[config.mk]
export PLATFORM = sky130hd
export DESIGN_NAME = maze_solver_flat
export DESIGN_NICKNAME = d
export VERILOG_FILES = /design/src/rtl/maze_pkg.sv /design/src/rtl/maze_solver_if.sv /design/src/rtl/maze_wall_lookup.sv /design/src/rtl/maze_solver.sv /design/src/flat_wrapper.sv
export SDC_FILE = /design/constraint.sdc
export NUM_CORES = 1
export LEC_CHECK = 0
export CAP_MARGIN = 20
export CORE_ASPECT_RATIO = 0.6
export CORE_UTILIZATION = 53
export CTS_CLUSTER_DIAMETER = 30
export DETAILED_ROUTE_END_ITERATION = 12
export PLACE_DENSITY = 0.89
export SETUP_SLACK_MARGIN = 0.3
export SYNTH_ARGS = -nofsm -noshare
export SYNTH_HDL_FRONTEND = slang
export SYNTH_HIERARCHICAL = 1
export SYNTH_SLANG_ARGS = --single-unit
export TNS_END_PERCENT = 30
[constraint.sdc]
create_clock -name clk -period 8.2 [get_ports clk]
set_clock_uncertainty 0.15 [all_clocks]
set_input_delay 2.05 -clock clk [delete_from_list [all_inputs] [get_ports clk]]
set_output_delay 2.05 -clock clk [all_outputs]
set_load 0.005 [all_outputs]
[src/rtl/maze_pkg.sv]
// Shared maze geometry, wall-vector widths and heading encoding for the
// solver and any maze generator built on the same grid.
package maze_pkg;
  localparam int unsigned COLS      = 15;
  localparam int unsigned ROWS      = 10;
  localparam int unsigned H_WALLS_W = (COLS + 1) * ROWS;
  localparam int unsigned V_WALLS_W = COLS * (ROWS + 1);
  localparam int unsigned COORD_W   = 4;
  localparam int unsigned STEPS_W   = 10;

  typedef enum logic [1:0] {
    DIR_N = 2'd0,
    DIR_E = 2'd1,
    DIR_S = 2'd2,
    DIR_W = 2'd3
  } dir_e;

  typedef enum logic [1:0] {
    ST_IDLE = 2'd0,
    ST_EMIT = 2'd1,
    ST_DONE = 2'd2
  } state_e;

  // Rotate a heading clockwise by rot quarter turns (3 = left, 1 = right).
  function automatic dir_e turn(dir_e d, logic [1:0] rot);
    logic [1:0] sum;
    sum = d + rot;
    return dir_e'(sum);
  endfunction
endpackage

[src/rtl/maze_solver_if.sv]
// Position beat stream produced by the maze solver.
interface maze_solver_if;
  import maze_pkg::*;

  logic               out_valid;
  logic               out_ready;
  logic [COORD_W-1:0] out_x;
  logic [COORD_W-1:0] out_y;

  modport master (output out_valid, out_x, out_y, input out_ready);
  modport slave  (input out_valid, out_x, out_y, output out_ready);
endinterface

[src/rtl/maze_wall_lookup.sv]
// Combinational open-side mask {W,S,E,N} of one cell from the wall snapshot.
// Coordinates outside the grid read as fully walled.
module maze_wall_lookup #(
  parameter int unsigned COLS = maze_pkg::COLS,
  parameter int unsigned ROWS = maze_pkg::ROWS
) (
  input  logic [(COLS+1)*ROWS-1:0]      h_walls,
  input  logic [COLS*(ROWS+1)-1:0]      v_walls,
  input  logic [maze_pkg::COORD_W-1:0]  x,
  input  logic [maze_pkg::COORD_W-1:0]  y,
  output logic [3:0]                    open_mask
);
  import maze_pkg::*;

  localparam int unsigned HW = (COLS + 1) * ROWS;
  localparam int unsigned VW = COLS * (ROWS + 1);

  int unsigned    xi;
  int unsigned    yi;
  logic [HW-1:0]  h_west;
  logic [HW-1:0]  h_east;
  logic [VW-1:0]  v_north;
  logic [VW-1:0]  v_south;

  // Shift-then-take-bit keeps the variable index width-agnostic.
  always_comb begin
    xi        = 32'(x);
    yi        = 32'(y);
    h_west    = h_walls >> (yi * (COLS + 1) + xi);
    h_east    = h_walls >> (yi * (COLS + 1) + xi + 1);
    v_north   = v_walls >> (yi * COLS + xi);
    v_south   = v_walls >> ((yi + 1) * COLS + xi);
    open_mask = '0;
    if (xi < COLS && yi < ROWS) begin
      open_mask[DIR_N] = ~v_north[0];
      open_mask[DIR_E] = ~h_east[0];
      open_mask[DIR_S] = ~v_south[0];
      open_mask[DIR_W] = ~h_west[0];
    end
  end
endmodule

[src/rtl/maze_solver.sv]
// Left-hand wall follower: walks from (0,0) heading East toward the far
// corner, emitting one position beat per accepted handshake.
module maze_solver #(
  parameter int unsigned COLS      = maze_pkg::COLS,
  parameter int unsigned ROWS      = maze_pkg::ROWS,
  parameter int unsigned MAX_STEPS = 1023
) (
  input  logic                          clk,
  input  logic                          rst,
  input  logic                          start,
  input  logic [(COLS+1)*ROWS-1:0]      h_walls,
  input  logic [COLS*(ROWS+1)-1:0]      v_walls,
  output logic                          busy,
  output logic                          done,
  output logic                          found,
  output logic [maze_pkg::STEPS_W-1:0]  steps,
  maze_solver_if.master                 out
);
  import maze_pkg::*;

  localparam int unsigned HW = (COLS + 1) * ROWS;
  localparam int unsigned VW = COLS * (ROWS + 1);
  localparam logic [COORD_W-1:0] GOAL_X     = COORD_W'(COLS - 1);
  localparam logic [COORD_W-1:0] GOAL_Y     = COORD_W'(ROWS - 1);
  localparam logic [STEPS_W-1:0] STEP_LIMIT = STEPS_W'(MAX_STEPS);

  state_e             state_q, state_d;
  logic [HW-1:0]      h_q, h_d;
  logic [VW-1:0]      v_q, v_d;
  logic [COORD_W-1:0] x_q, x_d;
  logic [COORD_W-1:0] y_q, y_d;
  dir_e               dir_q, dir_d;
  logic [STEPS_W-1:0] steps_q, steps_d;
  logic               found_q, found_d;

  logic [3:0] open_mask;
  dir_e       move_dir;
  dir_e       cand;
  logic       can_move;

  maze_wall_lookup #(
    .COLS (COLS),
    .ROWS (ROWS)
  ) u_lookup (
    .h_walls   (h_q),
    .v_walls   (v_q),
    .x         (x_q),
    .y         (y_q),
    .open_mask (open_mask)
  );

  // Candidates in priority order left, straight, right, back: rot = 3,0,1,2.
  always_comb begin
    move_dir = dir_q;
    can_move = 1'b0;
    cand     = dir_q;
    for (int unsigned k = 0; k < 4; k++) begin
      cand = turn(dir_q, 2'(k + 3));
      if (!can_move && open_mask[cand]) begin
        move_dir = cand;
        can_move = 1'b1;
      end
    end
  end

  always_comb begin
    state_d = state_q;
    h_d     = h_q;
    v_d     = v_q;
    x_d     = x_q;
    y_d     = y_q;
    dir_d   = dir_q;
    steps_d = steps_q;
    found_d = found_q;
    unique case (state_q)
      ST_IDLE, ST_DONE: begin
        if (start) begin
          h_d     = h_walls;
          v_d     = v_walls;
          x_d     = '0;
          y_d     = '0;
          dir_d   = DIR_E;
          steps_d = '0;
          found_d = 1'b0;
          state_d = ST_EMIT;
        end
      end
      ST_EMIT: begin
        if (out.out_ready) begin
          if (x_q == GOAL_X && y_q == GOAL_Y) begin
            found_d = 1'b1;
            state_d = ST_DONE;
          end else if (steps_q == STEP_LIMIT || !can_move) begin
            state_d = ST_DONE;
          end else begin
            dir_d   = move_dir;
            steps_d = steps_q + 1'b1;
            unique case (move_dir)
              DIR_N:   y_d = y_q - 1'b1;
              DIR_E:   x_d = x_q + 1'b1;
              DIR_S:   y_d = y_q + 1'b1;
              default: x_d = x_q - 1'b1;
            endcase
          end
        end
      end
      default: state_d = ST_IDLE;
    endcase
  end

  always_ff @(posedge clk) begin
    if (!rst) begin
      state_q <= ST_IDLE;
      h_q     <= '1;
      v_q     <= '1;
      x_q     <= '0;
      y_q     <= '0;
      dir_q   <= DIR_E;
      steps_q <= '0;
      found_q <= 1'b0;
    end else begin
      state_q <= state_d;
      h_q     <= h_d;
      v_q     <= v_d;
      x_q     <= x_d;
      y_q     <= y_d;
      dir_q   <= dir_d;
      steps_q <= steps_d;
      found_q <= found_d;
    end
  end

  assign busy          = (state_q == ST_EMIT);
  assign done          = (state_q == ST_DONE);
  assign found         = found_q;
  assign steps         = steps_q;
  assign out.out_valid = (state_q == ST_EMIT);
  assign out.out_x     = x_q;
  assign out.out_y     = y_q;
endmodule

[src/flat_wrapper.sv]
// flat-port wrapper written by rule: the top's interface ports become plain ports
module maze_solver_flat import maze_pkg::*;
#(
  parameter int unsigned COLS      = maze_pkg::COLS,
  parameter int unsigned ROWS      = maze_pkg::ROWS,
  parameter int unsigned MAX_STEPS = 1023
)
  (clk, rst, start, h_walls, v_walls, busy, done, found, steps, out_out_valid, out_out_x, out_out_y, out_out_ready);
  maze_solver_if out_i ();
  input  logic clk;
  input  logic rst;
  input  logic start;
  input  logic [(COLS+1)*ROWS-1:0] h_walls;
  input  logic [COLS*(ROWS+1)-1:0] v_walls;
  output logic busy;
  output logic done;
  output logic found;
  output logic [maze_pkg::STEPS_W-1:0] steps;
  output wire logic [$bits(out_i.out_valid)-1:0] out_out_valid;
  output wire logic [$bits(out_i.out_x)-1:0] out_out_x;
  output wire logic [$bits(out_i.out_y)-1:0] out_out_y;
  input wire logic [$bits(out_i.out_ready)-1:0] out_out_ready;
  assign out_out_valid = out_i.out_valid;
  assign out_out_x = out_i.out_x;
  assign out_out_y = out_i.out_y;
  assign out_i.out_ready = out_out_ready;
  maze_solver #(.COLS(COLS), .ROWS(ROWS), .MAX_STEPS(MAX_STEPS)) u_core (.clk(clk), .rst(rst), .start(start), .h_walls(h_walls), .v_walls(v_walls), .busy(busy), .done(done), .found(found), .steps(steps), .out(out_i));
endmodule
==> Flow_metrics.wiki <==
{| class="wikitable"
! Metric !! Value
|-
| I/O pin cnt || 351
|-
| Finish-stage setup viols || 0
|-
| Dominant register cell in the synthesized netlist || dfxtp_1
|-
| Wire length the detailed router placed on met1 || between 20000 and 25000 um
|-
| Crit path setup slack, layout || around 0.73 ns
|-
| Share of power burned in combinational logic || 0.608
|-
| Detail-routed net length per standard cell || slightly above 20 um
|-
| Final weighted congestion of routability-driven global placement || 0.897
|-
| RSZ-0062 raised after global routing || no
|-
| Data required time at the worst endpoint || 8.50 ns
|-
| Starting DRT DRC Count || 1686
|-
| Synth area leaders || dfxtp_1 (37%), mux4_2 (22%), nand2_1 (14%)
|-
| Total via count in the routed design || ~17000
|-
| Number of nets still failing antenna checks after routing || 0
|-
| Number of buffers created by CTS || 54
|-
| Area overhead of the layout relative to synthesis || 29.3%
|-
| Number of standard cells in the final layout excluding fillers || about 2900
|-
| Async SR Flop Fraction || 0
|-
| Slew headroom || 0.232
|-
| Switching Power || around 5.2 mW
|-
| Areal power density over the cells || 483 mW/mm^2
|-
| Post-Route WL || 58100 um
|-
| Hold Vio Cnt, Final || 0
|-
| Cell row count || 53
|-
| Nets || 2756
|-
| Syn. warnings || 6
|-
| Clock root buffer master || clkbuf_16
|-
| Top Metal Used || met4
|-
| Post_cts resized || 0
|-
| Int Power || around 6.6 mW
|-
| Ratio of cells with drive above 1 in the final layout || 0.137
|-
| Overall track demand over capacity in global routing || 0.314
|-
| CTS Hold Buffers Added || 0
|-
| Buffers inserted by post-CTS timing repair || 0
|-
| Switching Share || 0.440
|-
| Die footprint || 0.0366 mm^2
|-
| Portion of the post-synthesis area used by sequential elements || 0.367
|-
| GRT overflow || 0
|-
| Worst path max stage delay || 0.88 ns
|-
| Most area-hungry cell type in the Yosys netlist || dfxtp_1
|-
| IR drop worst, VDD || 0.469 mV
|-
| Measured slew at the worst slew-check pin || 1.15 ns
|-
| Clock tree buffer depth || 3
|-
| Clock Sink Count || 348
|-
| Via count of the first global-routing pass || 16900
|-
| Fmax || 134 MHz
|-
| Average instance area after synthesis || about 9.0 um^2
|-
| Clock tree from TritonCTS || yes
|-
| Number of buffers added on ports || 350
|-
| FF+latch count, synth || 348
|-
| Number of placed instances, taps included || 2779
|-
| Final Total Pwr || 11.9 mW
|-
| Via density per instance || 6.03
|-
| Detailed placer's ending HPWL || 40600 um
|-
| DRC Markers || 0
|-
| Area share of the leading cell type in the synthesized netlist || 0.367
|-
| Amount of wire on met2 after detailed routing || 26400 um
|-
| Max-slew violation count || 0
|-
| Count of flip-flops with a built-in enable after synthesis || 0
|-
| Clock-pin slew on the worst setup and hold paths || 0.05 ns
|-
| Final period util || 0.911
|-
| Tightest Hold Check Type || flop to flop
|-
| Part of the power in registers || 0.192
|-
| Maximum number of pins on one net before global-route repair || 197
|-
| Antenna violations before repair || 5
|-
| Maximum Capacitance Violations || 0
|-
| Final min period || 7.47 ns
|-
| Highest-delay cell along the critical path || fa_1
|-
| CTS H-Tree Depth || 2
|-
| Number of optimization iterations in the first detailed-route pass || 7
|-
| Nature of the critical path endpoint || flop
|-
| Post-Syn Nets || 2493
|-
| Core Box Area || 0.0351 mm^2
|-
| Portion of total power attributed to the clock network || 0.200
|-
| Syn Std Cell Area || 0.0190 mm^2
|-
| Leakage power summed over all cells || approximately 10 nW
|-
| First-pass GRT wire length || 90500 um
|-
| Post-Route Setup TNS || 0 ns
|-
| Kind of start point of the critical path || flop
|-
| Worst-Skew Late Latency || ~0.57 ns
|-
| Total buffers and inverters traversed by the critical path || 4
|-
| Die width || 246 um
|-
| Result of the run || completed
|-
| Worst-case setup slack after placement || between 0.5 and 0.6 ns
|-
| Die height || 149 um
|-
| Arrival time at the worst endpoint || 7.77 ns
|-
| Routed met3 length || 5750 um
|-
| Post-Synthesis Cells || 2105
|-
| Critical path class || flop to flop
|-
| Netlist cell types || 68
|-
| Starting density of the core || 0.541
|-
| Maximum fanout along the worst path || 14
|-
| Family with the most delay on the worst path || compound AO/OA/AOI/OAI gates
|}
final cells by class:
cell class | instances | area, um^2
diodes | 4 | 10.0
inverters | 39 | 148
repair buffers | 371 | 3700
well taps | 467 | 584
fillers | 2531 | 10600
multi-input cells | 1554 | 11300
clock inverters | 35 | 398
clock buffers | 64 | 1490
flip-flops and latches | 348 | 6970
placed cells by master (no fill, tap or decap), types with 5 or more instances in the layout:
cell / synthesis / layout
nor2_1: 30 / 30
xor2_1: 15 / 13
fa_1: 13 / 13
inv_1: 36 / 36
a21oi_1: 15 / 15
bufinv_16: 0 / 6
mux2i_1: 24 / 24
inv_6: 0 / 5
clkdlybuf4s50_1: 0 / 349
and2_1: 5 / 5
o21ai_0: 20 / 20
nand2b_1: 9 / 8
nand2_1: 709 / 709
nand3_1: 343 / 343
nand4_1: 10 / 10
a31oi_1: 6 / 6
clkinv_2: 1 / 9
nor2b_1: 12 / 11
dfxtp_1: 348 / 346
clkbuf_16: 0 / 57
a21o_1: 7 / 7
xnor2_1: 16 / 15
buf_4: 5 / 18
nor3_1: 11 / 11
and3_1: 8 / 8
clkinvlp_4: 0 / 5
clkinv_4: 0 / 9
ha_1: 46 / 43
a211oi_1: 8 / 8
mux4_2: 184 / 184
per-layer routing:
| metal | up-vias | global-route usage |
|---|---|---|
| met3 | 104 | 0.0604 |
| li1 | 7923 | - |
| met1 | 8440 | 0.453 |
| met5 | - | 0 |
| met4 | 0 | 0.0889 |
| met2 | 922 | 0.481 |
power groups by stage:
stage	Clock [mW]	Sequential, mW	Combinational (mW)
floorplan	0	2.18	5.20
global placement	0	2.27	6.68
detailed placement	0	2.30	6.91
CTS	2.40	2.27	7.00
global route	2.49	2.31	7.73
finish	2.37	2.28	7.22
path summary, 6_finish.rpt:
check | from | endpoint | slack (ns) | cells after the start
setup / recovery | u_core/out.out_y[0] | u_core/out.out_x[3] | 0.73 | 26
hold / removal | u_core/h_q[34] | u_core/h_q[34] | 0.33 | 2
setup reg to reg | u_core/out.out_y[0] | u_core/out.out_x[3] | 0.73 | 26
hold reg to reg | u_core/h_q[34] | u_core/h_q[34] | 0.33 | 2
worst register-to-register path, delay by kind of cell (launching register included):
| family | cells | cell delay (ns) |
|---|---|---|
| buffers and inverters | 4 | 0.76 |
| DFF | 1 | 0.51 |
| and+or+nand+nor | 2 | 0.59 |
| adders and majority gates | 5 | 2.43 |
| xor gates and xnor gates | 3 | 0.44 |
| AOI/OAI and AO/OA | 12 | 2.47 |
state kept, by name, indices dropped and copies added, names as in the netlist:
register,count
u_core/found,1
u_core/v_q,165
u_core/dir_q,2
u_core/out.out_y,4
u_core/steps,10
u_core/h_q,160
u_core/state_q,2
u_core/out.out_x,4
cells in the mapped netlist, types with 12 or more instances:
library cell / count
a21oi_1: 15
fa_1: 13
mux4_2: 184
nor2_1: 30
inv_1: 36
nor2b_1: 12
dfxtp_1: 348
nand3_1: 343
buf_1: 12
ha_1: 46
buf_2: 18
xnor2_1: 16
nand2_1: 709
xor2_1: 15
clkbuf_1: 123
o21ai_0: 20
mux2i_1: 24
through the flow:
step / hold WS, ns / utilization / instance area [um^2]
after floorplan: 0.286 / - / 19000
after global placement: 0.309 / 0.645 / 22700
after detailed placement: 0.321 / 0.645 / 22700
after CTS: 0.328 / 0.699 / 24600
after global routing: 0.349 / 0.699 / 24600
final: 0.326 / 0.699 / 24600
logic make-up after synthesis:
group                    share of synthesized area
AND/OR/NAND/NOR                              0.262
flip-flops                                   0.367
multiplexers                                 0.232
buffers and inverters                       0.0447
AO/OA/AOI/OAI                               0.0362
adder cells (fa/ha/maj)                     0.0440
XOR/XNOR                                    0.0143
Power figures use the tool's default switching activity.
==> RTL change: new RTL, config.mk and constraints unchanged <==
Reset style: asynchronous (`rst`), changed in one clocked block.
--- a/src/rtl/maze_solver.sv
+++ b/src/rtl/maze_solver.sv
@@ -108,7 +108,7 @@
     endcase
   end
 
-  always_ff @(posedge clk) begin
+  always_ff @(posedge clk or negedge rst) begin
     if (!rst) begin
       state_q <= ST_IDLE;
       h_q     <= '1;
Behaviour: differs if rst is asserted again (counterexample within 4 cycles, from zero or initial values and one cycle with rst low); with rst held inactive, the same outputs for 4 cycles.
==> RTL change against the original RTL <==
- global-route usage shrank 0.19 points
- sequential share of layout area grew 6.3 points
- wire length grew 6.0%
- sequential cell count is the same
- setup slack lost 0.062 ns
- worst hold slack lost 0.017 ns
- synthesized cell count shrank 0.52%
- via count shrank 0.31%
- area after synthesis grew 8.4%
- cell area grew 7.2%
- critical path depth is the same
Power is left out: the tool's default activity adds up to more than one toggle a clock period on the data nets, which glitch-free logic cannot reach.
==> RTL change: results <==
export IMPL_wl_met2_mm=27.8
export IMPL_post_route_util=0.694
export IMPL_timing_hold_ws_ns=0.309
export IMPL_final_signal_buffer_count=369
export IMPL_routed_via_count=17300
export IMPL_detail_route_iter0_violations=1701
export IMPL_gp_congestion=0.939
export IMPL_num_multi_input_gates=1582
export IMPL_status="completed"
export IMPL_antenna_violations_before_repair=3
export IMPL_postSynth_asyncResetShare=1.00
export IMPL_synth_top_cells_by_area="sky130_fd_sc_hd__dfstp_2, sky130_fd_sc_hd__mux4_2, sky130_fd_sc_hd__nand2_1"
export IMPL_seq_share=0.346
export IMPL_worst_endpoint_arrival_ns=7.88
export IMPL_worstHoldStart="u_core/h_q[0]"
export IMPL_synth_yosys_seq_area_share=0.442
export IMPL_regToRegEndpoint="u_core/out.out_y[3]"
export IMPL_tap_cells=513
export IMPL_detailed_place_hpwl_mm=43.0
export IMPL_number_of_buffers_created_by_cts=55
export IMPL_critical_path_peak_fanout=18
export IMPL_mappedNetlistNets=2482
export IMPL_finish_cell_count_without_fillers=2949
export IMPL_met3_length_mm=6.46
export IMPL_synth_ff_type="sky130_fd_sc_hd__dfstp_2"
export IMPL_reg2reg_setup_slack_ns=0.67
export IMPL_filler_cell_count=2671
-- RTL change: cell types whose count changed after synthesis, moves of 7 or more --
cell,unedited run,this run
sky130_fd_sc_hd__a21oi_1,15,23
sky130_fd_sc_hd__clkbuf_1,123,94
sky130_fd_sc_hd__dfrtp_1,0,22
sky130_fd_sc_hd__dfstp_2,0,326
sky130_fd_sc_hd__dfxtp_1,348,0
sky130_fd_sc_hd__nand2_1,709,1029
sky130_fd_sc_hd__nand3_1,343,32
sky130_fd_sc_hd__nor2_1,30,37
sky130_fd_sc_hd__nor2b_1,12,4
sky130_fd_sc_hd__o211ai_1,4,12
sky130_fd_sc_hd__o21ai_0,20,30
-- RTL change: kinds of logic (layout without fill, tap and decap cells) --
kind of cell,Yosys count,after routing,share of synthesized area
mux,209,209,0.210
flops,348,348,0.442
other cells,0,2,0
fa+ha+maj,59,59,0.0402
xor+xnor,27,27,0.0115
compound gates,123,123,0.0402
buf+inv,164,504,0.0336
simple gates,1164,1164,0.222
-- RTL change: routing by layer --
metal	track usage	vias up
met4	0.0791	2
met3	0.105	105
met5	0	-
met2	0.461	833
met1	0.444	8687
li1	-	7708
-- RTL change: worst max path at each step --
stage | depth (start not counted) | slack [ns] | start | to
2_1_floorplan | 30 | 1.13 | u_core/out.out_y[0] | u_core/out.out_y[3]
3_5_place_dp | 25 | 0.47 | u_core/out.out_y[1] | u_core/out.out_y[3]
4_1_cts | 25 | 0.42 | u_core/out.out_y[1] | u_core/out.out_y[3]
6_report | 26 | 0.67 | u_core/out.out_y[0] | u_core/out.out_y[3]
3_3_place_gp | 25 | 0.60 | u_core/out.out_y[1] | u_core/out.out_y[3]
5_1_grt | 26 | 0.30 | u_core/out.out_y[0] | u_core/out.out_y[3]
